==> src/rtl/prog_loader_pkg.sv <==
// Shared state encoding and default geometry for the program loader.
package prog_loader_pkg;
    localparam int INSTR_W_DEF = 32;
    localparam int ADRS_W_DEF  = 11;
    localparam int DEPTH_DEF   = 2048;

    typedef enum logic [1:0] {
        ST_IDLE,
        ST_LOAD,
        ST_RUN,
        ST_ERR
    } state_t;
endpackage

==> src/rtl/prog_loader_csum.sv <==
// Running modulo-2**W sum of program words; clr wins unless a word is added the same cycle.
module prog_loader_csum #(
    parameter int W = 32
) (
    input  logic         clk,
    input  logic         resetn,
    input  logic         clr,
    input  logic         add,
    input  logic [W-1:0] data,
    output logic [W-1:0] sum
);
    always_ff @(posedge clk or negedge resetn) begin
        if (!resetn) begin
            sum <= '0;
        end else if (add) begin
            // a word added on the clearing cycle starts a fresh sum
            sum <= (clr ? '0 : sum) + data;
        end else if (clr) begin
            sum <= '0;
        end
    end
endmodule

==> src/rtl/prog_loader.sv <==
// Streams program words into instruction memory, then enables the CPU.
// PROG_LOADER_CSUM_EN: treat the s_last word as a checksum of the preceding words.
module prog_loader
    import prog_loader_pkg::*;
#(
    parameter int INSTR_W = INSTR_W_DEF,
    parameter int ADRS_W  = ADRS_W_DEF,
    parameter int DEPTH   = DEPTH_DEF
) (
    input  logic               clk,
    input  logic               resetn,
    input  logic [ADRS_W-1:0]  cfg_start_adrs,
    input  logic               s_valid,
    output logic               s_ready,
    input  logic [INSTR_W-1:0] s_data,
    input  logic               s_last,
    input  logic               halt_req,
    output logic               w_enable,
    output logic [ADRS_W-1:0]  w_adrs,
    output logic [INSTR_W-1:0] w_instruction,
    output logic               cpu_en,
    output logic               busy,
    output logic               done,
    output logic               err
);
    // one extra bit so stepping past the top of memory is visible as out of range
    localparam logic [ADRS_W:0] DEPTH_L = (ADRS_W+1)'(DEPTH);

    state_t          state;
    logic [ADRS_W:0] adrs_cnt;
    logic [ADRS_W:0] cur_adrs;
    logic            in_range;
    logic            xfer;
    logic            csum_word;
    logic            csum_ok;

    assign s_ready  = (state == ST_IDLE) || (state == ST_LOAD);
    assign xfer     = s_valid && s_ready;
    assign cur_adrs = (state == ST_IDLE) ? {1'b0, cfg_start_adrs} : adrs_cnt;
    assign in_range = cur_adrs < DEPTH_L;

`ifdef PROG_LOADER_CSUM_EN
    logic [INSTR_W-1:0] sum;
    logic               sum_clr;
    logic               sum_add;

    assign sum_clr   = halt_req || (state != ST_LOAD);
    assign sum_add   = xfer && !halt_req && !s_last && in_range;
    assign csum_word = s_last;
    assign csum_ok   = (s_data == sum);

    prog_loader_csum #(.W(INSTR_W)) u_csum (
        .clk    (clk),
        .resetn (resetn),
        .clr    (sum_clr),
        .add    (sum_add),
        .data   (s_data),
        .sum    (sum)
    );
`else
    assign csum_word = 1'b0;
    assign csum_ok   = 1'b1;
`endif

    always_ff @(posedge clk or negedge resetn) begin
        if (!resetn) begin
            state         <= ST_IDLE;
            adrs_cnt      <= '0;
            w_enable      <= 1'b0;
            w_adrs        <= '0;
            w_instruction <= '0;
            cpu_en        <= 1'b0;
            done          <= 1'b0;
            busy          <= 1'b0;
            err           <= 1'b0;
        end else begin
            w_enable <= 1'b0;
            if (halt_req) begin
                state    <= ST_IDLE;
                adrs_cnt <= '0;
                cpu_en   <= 1'b0;
                done     <= 1'b0;
                busy     <= 1'b0;
                err      <= 1'b0;
            end else begin
                case (state)
                    ST_IDLE, ST_LOAD: begin
                        if (xfer) begin
                            if (csum_word) begin
                                busy  <= 1'b0;
                                state <= csum_ok ? ST_RUN : ST_ERR;
                                err   <= !csum_ok;
                            end else if (!in_range) begin
                                busy  <= 1'b0;
                                state <= ST_ERR;
                                err   <= 1'b1;
                            end else begin
                                w_enable      <= 1'b1;
                                w_adrs        <= cur_adrs[ADRS_W-1:0];
                                w_instruction <= s_data;
                                adrs_cnt      <= cur_adrs + 1'b1;
                                state         <= s_last ? ST_RUN : ST_LOAD;
                                busy          <= !s_last;
                            end
                        end
                    end
                    // CPU comes up the cycle after entry, i.e. after the final write
                    ST_RUN: begin
                        cpu_en <= 1'b1;
                        done   <= 1'b1;
                    end
                    default: ;
                endcase
            end
        end
    end
endmodule

==> config.mk <==
export PLATFORM = sky130hd
export DESIGN_NAME = prog_loader
export DESIGN_NICKNAME = d
export VERILOG_FILES = /design/src/rtl/prog_loader_pkg.sv /design/src/rtl/prog_loader_csum.sv /design/src/rtl/prog_loader.sv
export SDC_FILE = /design/constraint.sdc
export NUM_CORES = 1
export LEC_CHECK = 0
export CAP_MARGIN = 5
export CORE_MARGIN = 2
export CORE_UTILIZATION = 45
export DETAILED_ROUTE_END_ITERATION = 8
export PLACE_DENSITY = 0.85
export SYNTH_ARGS = -nofsm -noshare
export SYNTH_HDL_FRONTEND = slang
export SYNTH_SLANG_ARGS = --single-unit
==> constraint.sdc <==
create_clock -name clk -period 4.1 [get_ports clk]
set_clock_uncertainty 0.2 [all_clocks]
set_input_delay 0.82 -clock clk [delete_from_list [all_inputs] [get_ports clk]]
set_output_delay 0.82 -clock clk [all_outputs]
set_load 0.02 [all_outputs]
==> impl_metrics.csv <==
group,metric,value,unit
setup_path,crit_family,"buffers and inverters",
sta,hold_violations,0,
setup_path,crit_slowest_cell,"clkdlybuf4s50_1",
clock_network,post_cts_buffers,0,
floorplan,fp-row-count,29,
sta,max_freq,0.345,GHz
sta,fin_crit_sh,70.7,%
detailed_routing,drt_iter0_drc,162,
setup_path,path_cells,"clkdlybuf4s50_1 > or3b_1 > nand2_1 > ha_1 > inv_1 > o211a_1 > nor3_1 > o21ai_0",
yosys,ys.flop_type,"dfrtp_1",
sta,tns,0,ns
floorplan,die_h,85.6,um
floorplan,start_util,46.9,%
clock_network,insertion_delay,0.33,ns
sta,period_minus_slack,2.90,ns
yosys,synth_xor_area_share,1.46,%
clock_network,cts_sinks,61,
sta,setup_violations,0,
yosys,yosys.area_share.simple,25.1,%
yosys,synth.mux.area_fraction,3.64,%
grt,grt_pass1_vias,2713,
yosys,synth_enable_flop_cells,0,
yosys,netlist_area,2990,um^2
power,power_leakage,1.88,nW
clock_network,cts_tree,"yes",
yosys,ys_types,52,
detailed_routing,wirelength,7650,um
detailed_routing,ant_nets,0,
floorplan,pin_count,97,
yosys,yosys.area_share.adder,0.418,%
clock_network,hold_buffers,0,
clock_network,cts.clk_slew.worst_paths,0.06,ns
detailed_routing,drc,0,
yosys,synthTopCellsByCount,"125 x nand2_1, 61 x dfrtp_1, 18 x nor2_1",
yosys,async_reset_ff_share,100,%
floorplan,fp.coreArea,6390,um^2
status,status,"finished clean",
yosys,syn-instance-count,334,
setup_path,path_max_fanout,7,
clock_network,cts_made_buffers,9,
cells_and_area,area_delta_synth_final,38.3,%
sta,worst_slew_pin_slew,0.996,ns
cells_and_area,fin_nets,475,
clock_network,cts-root-buf,"clkbuf_8",
sta,slew_viol_final,0,
grt,grt_max_degree,58,
floorplan,dieArea,7320,um^2
setup_path,critPathRequiredTime,4.08,ns
place,portBuffers,96,
setup_path,end_kind,"register",
run,maxCapViolCount,0,
power,power,1.69,mW
power,worst_ir_drop_vdd,0.222,mV
grt,overflow,0,
yosys,synth_most_common_cell,"nand2_1",
setup_path,path_class,"input pin to register",
cells_and_area,layout-drive-gt1-share,7.93,%
place,place_hpwl,5340,um
setup_path,cp-start-kind,"input pin",
yosys,netlist.area_leader.share,51.0,%
yosys,synth.net_count,383,
place,place.gp.congestion,0.872,
clock_network,cts-resized-gates,0,
cells_and_area,seq_area,1530,um^2
yosys,ys_seq_elements,61,
detailed_routing,drt-pass1-iter-count,4,
yosys,synth-compound-area-share,13.4,%
floorplan,die_w,85.6,um
detailed_routing,avgViaCountPerCell,5.28,
yosys,synth_area_leaders,"dfrtp_1 51%, nand2_1 16%, o21ai_0 2.5%",
yosys,avgSynthCellArea,8.96,um^2
setup_path,crit_buf_inv,2,
sta,rsz0062_at_grt,"no",
yosys,yosysTopAreaCell,"dfrtp_1",
setup_path,crit_arrival,2.88,ns
yosys,synth_top_family_by_area,"simple AND/OR/NAND/NOR gates",
cells_and_area,fillers,540,
grt,grt_pass1_wl,12500,um
cells_and_area,multi_input_area,1320,um^2
detailed_routing,vias,2670,
grt,grt_usage,21.6,%
sta,max_slew_margin,33.6,%
yosys,yosys_warnings,0,
grt,antenna_found_initial,0,
worst_hold_path,hp-class,"register to register",
clock_network,htree_levels,3,
clock_network,cts_buffer_depth,2,
yosys,synth_seq_area_share,51.0,%
setup_path,critPathMaxStageDelay,0.50,ns
detailed_routing,wl_per_cell,15.1,um
cells_and_area,antenna_cells,0,
power,cellPowerDensity,408,nW/um^2
==> tightest hold or removal path, stage by stage (launching register included) <==
cell and delay [ns]:
dfrtp_1 0.34, nand2_1 0.05, nand2_1 0.05
==> report_power, final <==
group          total [mW]  internal (mW)  switching (mW)
logic               0.486          0.233           0.253
registers           0.742          0.685          0.0566
clock network       0.460          0.244           0.216
==> routing by layer <==
| layer | global-route usage (%) | vias up | share of wire [%] |
|---|---|---|---|
| li1 | - | 1304 | - |
| met1 | 27.8 | 1261 | 42 |
| met2 | 34.4 | 88 | 50 |
| met3 | 4.72 | 17 | 5.3 |
| met4 | 11.3 | 0 | 2.4 |
| met5 | 0 | - | 0 |
==> layout by cell type, fill, tap and decap left out, types with 2 or more instances in the layout <==
cell / Yosys / layout
a21oi_1: 6 / 6
a22oi_1: 3 / 3
a311oi_1: 3 / 3
a31oi_1: 7 / 7
buf_4: 3 / 6
clkbuf_8: 0 / 11
clkdlybuf4s50_1: 0 / 95
clkinv_2: 0 / 2
dfrtp_1: 61 / 61
inv_1: 7 / 7
mux2i_1: 6 / 6
nand2_1: 125 / 125
nand2b_1: 2 / 2
nand3_1: 7 / 6
nand4bb_1: 2 / 2
nor2_1: 18 / 18
nor2b_1: 2 / 2
nor3_1: 5 / 5
nor4_1: 2 / 2
o211ai_1: 7 / 7
o21a_1: 2 / 2
o21ai_0: 15 / 15
o2bb2ai_1: 2 / 2
xor2_1: 4 / 4
==> final timing paths <==
path                                        start           endpoint  slack [ns]  cells after the start
worst max-delay path            cfg_start_adrs[1]        adrs_cnt[4]        1.20                      8
worst min-delay path            w_instruction[12]  w_instruction[12]        0.27                      2
worst max register to register           state[0]        adrs_cnt[4]        1.41                      8
worst min register to register  w_instruction[12]  w_instruction[12]        0.27                      2
max in group asynchronous                  resetn          w_adrs[2]        2.45                      2
min in group asynchronous                  resetn   w_instruction[0]        0.45                      1
==> layout make-up <==
class / instances / share of cell area (%)
sequential: 61 / 36.9
multi-input combinational: 245 / 32.0
timing repair buffer: 102 / 24.2
clock buffer: 12 / 3.75
tap: 77 / 2.33
inverter: 7 / 0.635
clock inverter: 2 / 0.242
==> sequential cells by signal, indices dropped and copies added (netlist names) <==
name / count
w_adrs: 11
w_enable: 1
done: 1
err: 1
w_instruction: 32
state: 2
busy: 1
adrs_cnt: 12
==> cell families (layout without fill, tap and decap cells) <==
family,Yosys count,in the layout
simple gates,173,173
flops,61,61
fa+ha+maj,1,1
xor+xnor,5,5
mux,9,9
buf+inv,28,123
compound gates,57,57
==> metrics by stage <==
| stage | cell area (um^2) | hold slack [ns] | util (%) | worst slack, ns | instances |
|---|---|---|---|---|---|
| after floorplan | 2990 | 0.248 | - | 1.61 | 334 |
| final | 4140 | 0.273 | 64.8 | 1.20 | 506 |
| after detailed placement | 3970 | 0.262 | 62.2 | 0.897 | 492 |
| after global routing | 4140 | 0.297 | 64.8 | 1.07 | 506 |
| after global placement | 3970 | 0.257 | 62.2 | 0.994 | 492 |
| after CTS | 4140 | 0.277 | 64.8 | 1.22 | 506 |
Power figures use the tool's default switching activity.
==> RTL change, RTL diff (same flow settings) <==
Encoding of `state_t`: now one-hot (4 bits for 4 states).
--- a/src/rtl/prog_loader_pkg.sv
+++ b/src/rtl/prog_loader_pkg.sv
@@ -5,9 +5,9 @@
     localparam int DEPTH_DEF   = 2048;
 
-    typedef enum logic [1:0] {
-        ST_IDLE,
-        ST_LOAD,
-        ST_RUN,
-        ST_ERR
+    typedef enum logic [3:0] {
+        ST_IDLE = 4'b0001,
+        ST_LOAD = 4'b0010,
+        ST_RUN  = 4'b0100,
+        ST_ERR  = 4'b1000
     } state_t;
 endpackage
Behaviour: no difference found for any inputs over 4 cycles, from zero or initial values and one cycle with resetn low; so few cycles prove little.
==> RTL change against the original RTL <==
  * Die area decreased by 1.4%
  * Cell count decreased by 11%
  * Worst setup slack got worse by 0.15 ns
  * Sequential cell count increased by 1
  * Synthesized cell count decreased by 18%
  * Routed wire length increased by 2.3%
  * Design area increased by 0.18%
  * Area after synthesis decreased by 1.5%
  * Global-route usage increased by 1.1 points
Power is not compared: it rests on default switching activity, and its combinational part moved more than twofold at a synthesized area within 25%.
==> RTL change: results (changes against the original RTL) <==
outcome: "finished clean"
synth_area_leaders: "dfrtp_1 52%, mux2_2 13%, nand2_1 3.8%"
synthXorXnorAreaFrac_pct: 1.19  # -0.28 points
drive_gt1_share_pct: 16.4  # +8.4 points
rr_worst_depth: 9  # +1
use_met3_pct: 5.25  # +0.54 points
hpwl_um: 5460  # +2.3%
nNetsFinal: 417  # -12%
use_met1_pct: 30.7  # +2.9 points
synth-compound-area-share_pct: 11.4  # -2.0 points
dp_cells: 434  # -12%
grt_max_degree: 55  # -5.2%
preCtsSetupSlack_ns: 0.816  # -0.0813 ns
drt-pass1-iter-count: 5  # +1
drtIter0Drc: 343  # +110%
hold_start: "w_instruction[31]$_DFFE_PN0P_"
synth_cell_types: 47  # -9.6%
syn_inst: 274  # -18%
placed_area_mm2: 0.00393  # -1.0%
num-fill-cells: 507  # -6.1%
clk_latency_ns: 0.35  # +0.02 ns
gr-usage-met2_pct: 35.3  # +0.85 points
rr_endpoint: "adrs_cnt[8]$_DFFE_PN0P_"
slowest_delay_ns: 0.68  # +0.18 ns
min_to: "w_instruction[31]$_DFFE_PN0P_"
whs_ns: 0.308  # +0.0344 ns
grt_pass1_wl_um: 12800  # +2.8%
synth_commonest_cells: "61 x dfrtp_1, 33 x mux2_2, 30 x nand2_1, 27 x nor2_1, 22 x a21oi_1"
dr_total_vias: 2528  # -5.3%
wl_per_cell_um: 17.4  # +15%
synth.area.mux_share_pct: 14.6  # +11 points
slew_headroom_pct: 42.7  # +9.2 points
critPathLaunch: "state[0]$_DFFE_PN1P_"
## RTL change: changes by cell type after synthesis, sizes merged, moves of 4 or more
cell	before	now
nand2	125	30
mux2	2	33
a21oi	6	22
o21ai	17	6
nor2	18	28
nand3	7	12
buf	16	12
inv	7	3
nand4	0	4
o211ai	7	3
## RTL change: where the power goes
| group | total, µW | switching (µW) | internal [µW] |
|---|---|---|---|
| clock | 589 | 248 | 341 |
| sequential | 965 | 135 | 829 |
| combinational | 1190 | 600 | 590 |
| total | 2740 | 983 | 1760 |
## RTL change: cell type report
class,instances,share of cell area (%)
well taps,77,2.32
repair buffers,100,23.8
clock inverters,6,2.08
flip-flops and latches,62,37.4
multi-input cells,191,30.9
inverters,4,0.362
clock buffers,10,3.08
## RTL change: metal layers
layer | up-vias | part of all wire, %
met2 | 93 | 50
met3 | 18 | 5.7
met4 | 0 | 2.5
li1 | 1167 | -
met5 | - | 0
met1 | 1250 | 42
